===== src/rtl/keypad_scan_if.sv =====
// keypad_scan_if: bundle between the scan sequencer, the 1-of-16 decoder/matrix
// and the key consumer.
//   sel[3:0]      select code to the decoder
//   dec_en_n      decoder enable, active-low
//   sense_n       matrix return line, 0 = selected key pressed
//   key_code[3:0] accepted key
//   key_valid     accepted key available
//   key_ack       consumer takes key_code
// master = sequencer side, slave = decoder/matrix/consumer side.
interface keypad_scan_if;
  logic [3:0] sel;
  logic       dec_en_n;
  logic       sense_n;
  logic [3:0] key_code;
  logic       key_valid;
  logic       key_ack;

  modport master (output sel, dec_en_n, key_code, key_valid,
                  input  sense_n, key_ack);
  modport slave  (input  sel, dec_en_n, key_code, key_valid,
                  output sense_n, key_ack);
endinterface


===== src/rtl/keypad_scan_ctrl.sv =====
// keypad_scan_ctrl: walks the decoder select through 16 key lines, samples the
// shared return line once per dwell, debounces a press, hands the key code to
// the consumer over valid/ack, then waits for a debounced release.
// Ports:
//   clk      system clock, rising edge
//   rst_n    synchronous active-low reset
//   scan_en  1 = scanning allowed
//   bus      keypad_scan_if.master (sel, dec_en_n, sense_n, key_code,
//            key_valid, key_ack)
module keypad_scan_ctrl #(
  parameter int DWELL    = 16,  // cycles per select position, 2..65535
  parameter int DEBOUNCE = 3    // identical samples to accept, 1..15
) (
  input  logic         clk,
  input  logic         rst_n,
  input  logic         scan_en,
  keypad_scan_if.master bus
);

  typedef enum logic [2:0] {IDLE, SCAN, CONFIRM, REPORT, RELEASE} state_t;

  state_t      state_q;
  logic [3:0]  sel_q;
  logic        dec_en_n_q;
  logic [3:0]  key_code_q;
  logic        key_valid_q;
  logic [15:0] cnt_q;
  logic [3:0]  deb_q;

  logic       sample;
  logic       deb_done;
  logic [3:0] deb_inc;

  // sense_n is evaluated only on the last cycle of each dwell
  assign sample   = (cnt_q == 16'(DWELL - 1));
  assign deb_inc  = deb_q + 4'd1;
  assign deb_done = (deb_inc == 4'(DEBOUNCE));

  always_ff @(posedge clk) begin
    if (!rst_n) begin
      state_q     <= IDLE;
      sel_q       <= '0;
      dec_en_n_q  <= 1'b1;
      key_code_q  <= '0;
      key_valid_q <= 1'b0;
      cnt_q       <= '0;
      deb_q       <= '0;
    end else begin
      case (state_q)
        IDLE: begin
          cnt_q <= '0;
          deb_q <= '0;
          if (scan_en) begin
            state_q    <= SCAN;
            sel_q      <= '0;
            dec_en_n_q <= 1'b0;
          end
        end

        SCAN: begin
          if (!scan_en) begin
            state_q    <= IDLE;
            dec_en_n_q <= 1'b1;
            cnt_q      <= '0;
            deb_q      <= '0;
          end else if (sample) begin
            cnt_q <= '0;
            if (sense_n_hi()) begin
              sel_q <= sel_q + 4'd1;
            end else if (DEBOUNCE == 1) begin
              state_q     <= REPORT;
              key_code_q  <= sel_q;
              key_valid_q <= 1'b1;
            end else begin
              state_q <= CONFIRM;
              deb_q   <= 4'd1;
            end
          end else begin
            cnt_q <= cnt_q + 16'd1;
          end
        end

        CONFIRM: begin
          if (!scan_en) begin
            // drop the half-confirmed candidate
            state_q    <= IDLE;
            dec_en_n_q <= 1'b1;
            cnt_q      <= '0;
            deb_q      <= '0;
          end else if (sample) begin
            cnt_q <= '0;
            if (!sense_n_hi()) begin
              if (deb_done) begin
                state_q     <= REPORT;
                key_code_q  <= sel_q;
                key_valid_q <= 1'b1;
                deb_q       <= '0;
              end else begin
                deb_q <= deb_inc;
              end
            end else begin
              // bounce: reject and move on past this line
              state_q <= SCAN;
              sel_q   <= sel_q + 4'd1;
              deb_q   <= '0;
            end
          end else begin
            cnt_q <= cnt_q + 16'd1;
          end
        end

        REPORT: begin
          // scan_en and sense_n are ignored so an accepted key is never lost
          cnt_q <= '0;
          if (bus.key_ack && key_valid_q) begin
            key_valid_q <= 1'b0;
            state_q     <= RELEASE;
            deb_q       <= '0;
          end
        end

        RELEASE: begin
          if (sample) begin
            cnt_q <= '0;
            if (sense_n_hi()) begin
              if (deb_done) begin
                deb_q <= '0;
                if (scan_en) begin
                  state_q <= SCAN;
                  sel_q   <= key_code_q + 4'd1;
                end else begin
                  state_q    <= IDLE;
                  dec_en_n_q <= 1'b1;
                end
              end else begin
                deb_q <= deb_inc;
              end
            end else begin
              deb_q <= '0;
            end
          end else begin
            cnt_q <= cnt_q + 16'd1;
          end
        end

        default: begin
          state_q    <= IDLE;
          dec_en_n_q <= 1'b1;
          cnt_q      <= '0;
          deb_q      <= '0;
        end
      endcase
    end
  end

  function automatic logic sense_n_hi();
    return bus.sense_n;
  endfunction

  assign bus.sel       = sel_q;
  assign bus.dec_en_n  = dec_en_n_q;
  assign bus.key_code  = key_code_q;
  assign bus.key_valid = key_valid_q;

endmodule


===== src/flat_wrapper.sv =====
// flat-port wrapper written by rule: the top's interface ports become plain ports
module keypad_scan_ctrl_flat 
#(
  parameter int DWELL    = 16,                                         
  parameter int DEBOUNCE = 3                                         
)
  (clk, rst_n, scan_en, bus_sel, bus_dec_en_n, bus_key_code, bus_key_valid, bus_sense_n, bus_key_ack);
  keypad_scan_if bus_i ();
  input  logic clk;
  input  logic rst_n;
  input  logic scan_en;
  output wire logic [$bits(bus_i.sel)-1:0] bus_sel;
  output wire logic [$bits(bus_i.dec_en_n)-1:0] bus_dec_en_n;
  output wire logic [$bits(bus_i.key_code)-1:0] bus_key_code;
  output wire logic [$bits(bus_i.key_valid)-1:0] bus_key_valid;
  input wire logic [$bits(bus_i.sense_n)-1:0] bus_sense_n;
  input wire logic [$bits(bus_i.key_ack)-1:0] bus_key_ack;
  assign bus_sel = bus_i.sel;
  assign bus_dec_en_n = bus_i.dec_en_n;
  assign bus_key_code = bus_i.key_code;
  assign bus_key_valid = bus_i.key_valid;
  assign bus_i.sense_n = bus_sense_n;
  assign bus_i.key_ack = bus_key_ack;
  keypad_scan_ctrl #(.DWELL(DWELL), .DEBOUNCE(DEBOUNCE)) u_core (.clk(clk), .rst_n(rst_n), .scan_en(scan_en), .bus(bus_i));
endmodule

===== config.mk =====
export PLATFORM = sky130hd
export DESIGN_NAME = keypad_scan_ctrl_flat
export DESIGN_NICKNAME = d
export VERILOG_FILES = /design/src/rtl/keypad_scan_if.sv /design/src/rtl/keypad_scan_ctrl.sv /design/src/flat_wrapper.sv
export SDC_FILE = /design/constraint.sdc
export NUM_CORES = 1
export LEC_CHECK = 0
export BUFFER_PORTS_ARGS = -buffer_cell sky130_fd_sc_hd__buf_2
export CORE_UTILIZATION = 55
export DETAILED_ROUTE_END_ITERATION = 10
export GPL_ROUTABILITY_DRIVEN = 0
export HOLD_SLACK_MARGIN = 0.06
export PLACE_DENSITY = 0.74
export SLEW_MARGIN = 20
export SYNTH_ARGS = -nofsm -noshare
export SYNTH_HDL_FRONTEND = slang
export SYNTH_SLANG_ARGS = --single-unit
export TNS_END_PERCENT = 100

===== constraint.sdc =====
create_clock -name clk -period 2.16 [get_ports clk]
set_input_delay 0.216 -clock clk [delete_from_list [all_inputs] [get_ports clk]]
set_output_delay 0.216 -clock clk [all_outputs]
set_load 0.03 [all_outputs]

==> run metrics <==
max incr delay on CP=0.58 ns; syn avg cell area=8.164 um^2; Mapped Cells=219; crit path max-delay cell type=dfxtp_1; Synth Cell Area=0.001788 mm^2; IO Count=15; Register Area=660.6 um^2; Crit path top cell by count=a21oi_1; die width=59.02 um; EDFF count, synth=0; fin worst setup slack=0.09669 ns; CP Cell Sequence=buf_4, nand4bb_1, a21oi_1, inv_1, or4_1, a21oi_1; row count=20; area post-placement=0.001901 mm^2; final cell count without fillers=280; Fin. Hold Viols=0; final core occ=0.6480; area added between synthesis and finish=11.55%; Final Cell Area=0.001994 mm^2; core box area=0.003078 mm^2; setup bufs post-CTS=0; final WL=3934 um; via count=1649; Startpoint Class=flip-flop; Placed Cells incl. Taps=272; worst-margin pin slew=0.4784 ns; Reg-to-Reg Start=u_core.state_q[1]$_SDFFE_PN0P_; Slew Limit Fails=0; WHS Path Cells=2; Synth Register Bits=33; final setup fails=0; TritonCTS clock tree=built; reg2reg setup slack=0.1 ns; Cell variety after synth=50; top cells by count, synth=dfxtp_1 (33), nor2_1 (25), nand2_1 (20); die area=0.003483 mm^2; Worst IR Drop VDD=412.8 uV; Hold Crit Start=rst_n; synth top area cells=dfxtp_1 (37%), xor2_1 (5.4%), nor2_1 (5.2%); final net count=244; post-detailed-route wirelength per cell=14.05 um; fraction of registers with async set/reset=0; Residual DRC=0; HPWL after DPL=2963 um; prevailing post-synth register cell=dfxtp_1; Port-buffer cells=14; post-synth top area cell=dfxtp_1; pre-CTS setup slack=0.1332 ns; CP Data Arrival Time=2.33 ns; count leader, synth=dfxtp_1; synth warn=0; Mapped Nets=228; CTS Buffer Depth=2; Tot GR Track Use=0.2557; CP Data Required Time=2.43 ns; Diodes inserted=0; final hold slack=0.2381 ns; fillcell total=269; Post-DRT Antenna Nets=0; max cap viols=0; first-pass GRT wire length=6706 um; endpoint class of the critical path=flip-flop; Die Y=59.02 um; WS Path Type=flip-flop to flip-flop; reg2reg path depth=6; worst min-delay path category=input pin to flip-flop; f_max=0.4847 GHz; share of the synthesized area in the top cell type=0.3695; area taken by multi-input logic gates=0.001056 mm^2; min Tclk post-route=2.063 ns; Slew HR=0.6786; Worst Path Max Fanout=11; register area share after synthesis=0.3695; TritonRoute pass-1 iters=4; CTS clk-pin slew, worst paths=0.10 ns; largest net degree at the start of global routing=16; grt total ovfl=0; LEAKAGE=0.7127 nW; Num CTS Buffers=5; status=complete, no violations; Clk Latency, worst-skew pair=0.33 ns; sink of the worst hold path=u_core.bus.dec_en_n$_SDFFE_PN1P_; Worst R2R End=u_core.deb_q[1]$_SDFFE_PN0P_; PwrDens=845.1 mW/mm^2; Worst Skew=0.003938 ns; fin crit share=0.9552; Vias per Instance=5.889; RSZ-0062 raised after global routing=true; share of cells above drive strength 1=0.1441; Initial Util=0.5809; antenna violations before repair=0; vias in the first global route=1543; drt first-iter violations=131; H-tree level count=2; Clock Sink Count=33; CTS Root Cell=clkbuf_4
cell type report:
cell class | count | area share
timing repair buffer | 19 | 0.05395
inverter | 8 | 0.01506
multi-input combinational | 168 | 0.5295
clock inverter | 1 | 0.01506
clock buffer | 7 | 0.02760
sequential | 33 | 0.3312
tap | 44 | 0.02760
per-layer routing:
metal  track usage  wire (um)  up-vias
li1              -          -      813
met1        0.2814       1579      753
met2        0.4675       2028       71
met3       0.06114        240       12
met4        0.1054         85        0
met5             0          0        -
worst max path at each step:
stage | start | endpoint | cells after the start
after floorplan | u_core.deb_q[0]$_SDFFE_PN0P_ | u_core.deb_q[1]$_SDFFE_PN0P_ | 7
after global placement | u_core.cnt_q[0]$_SDFF_PN0_ | u_core.bus.sel[1]$_SDFFE_PN0P_ | 6
after detailed placement | u_core.cnt_q[0]$_SDFF_PN0_ | u_core.bus.sel[0]$_SDFFE_PN0P_ | 6
after CTS | u_core.cnt_q[0]$_SDFF_PN0_ | u_core.bus.sel[0]$_SDFFE_PN0P_ | 6
after global routing | u_core.state_q[2]$_SDFFE_PN0P_ | u_core.cnt_q[12]$_SDFF_PN0_ | 6
final | u_core.state_q[1]$_SDFFE_PN0P_ | u_core.deb_q[1]$_SDFFE_PN0P_ | 6
power breakdown:
group / internal [mW] / total, mW / switching (mW)
clock network: 0.276 / 0.488 / 0.212
logic: 0.194 / 0.471 / 0.277
registers: 0.654 / 0.726 / 0.0723
total: 1.12 / 1.69 / 0.561
registers in the layout, indices dropped and copies added (netlist names):
| register | flops |
|---|---|
| u_core.bus.sel | 4 |
| u_core.bus.dec_en_n | 1 |
| u_core.state_q | 3 |
| u_core.bus.key_valid | 1 |
| u_core.deb_q | 4 |
| u_core.bus.key_code | 4 |
| u_core.cnt_q | 16 |
cell usage in the layout, fill, tap and decap left out, types with 4 or more instances in the layout:
cell type	n
a21oi_1	13
buf_2	14
buf_4	5
clkbuf_4	5
dfxtp_1	33
ha_1	4
inv_1	8
mux2i_1	5
nand2_1	20
nand3_1	16
nand4_1	4
nor2_1	25
nor3_1	6
o21ai_0	7
or3_1	4
xnor2_1	8
xor2_1	11
critical path, delay by kind of cell (launching register included):
kind,cells,cell delay [ns]
DFF,1,0.58
and+or+nand+nor,2,0.59
buffers and inverters,2,0.36
AOI/OAI and AO/OA,2,0.47
stage by stage:
step / setup TNS (ns) / total power [mW]
5_1_grt: -0.4757 / 1.774
3_3_place_gp: 0 / 1.169
6_report: 0 / 1.685
3_5_place_dp: 0 / 1.192
4_1_cts: 0 / 1.683
2_1_floorplan: 0 / 1.069
cell families after synthesis:
logic type	synth area share
fa+ha+maj	0.02799
buf+inv	0.04479
flops	0.3695
mux	0.04059
xor+xnor	0.09307
simple gates	0.2729
compound gates	0.1512
repair_timing:
item / CTS / global route
endpoints found under the hold margin: 0 / 0
hold buffers: 0 / 0
gates resized for setup: 0 / 3
endpoints found under the setup margin: 0 / 18
No activity file was read; power rests on OpenSTA's default activity.
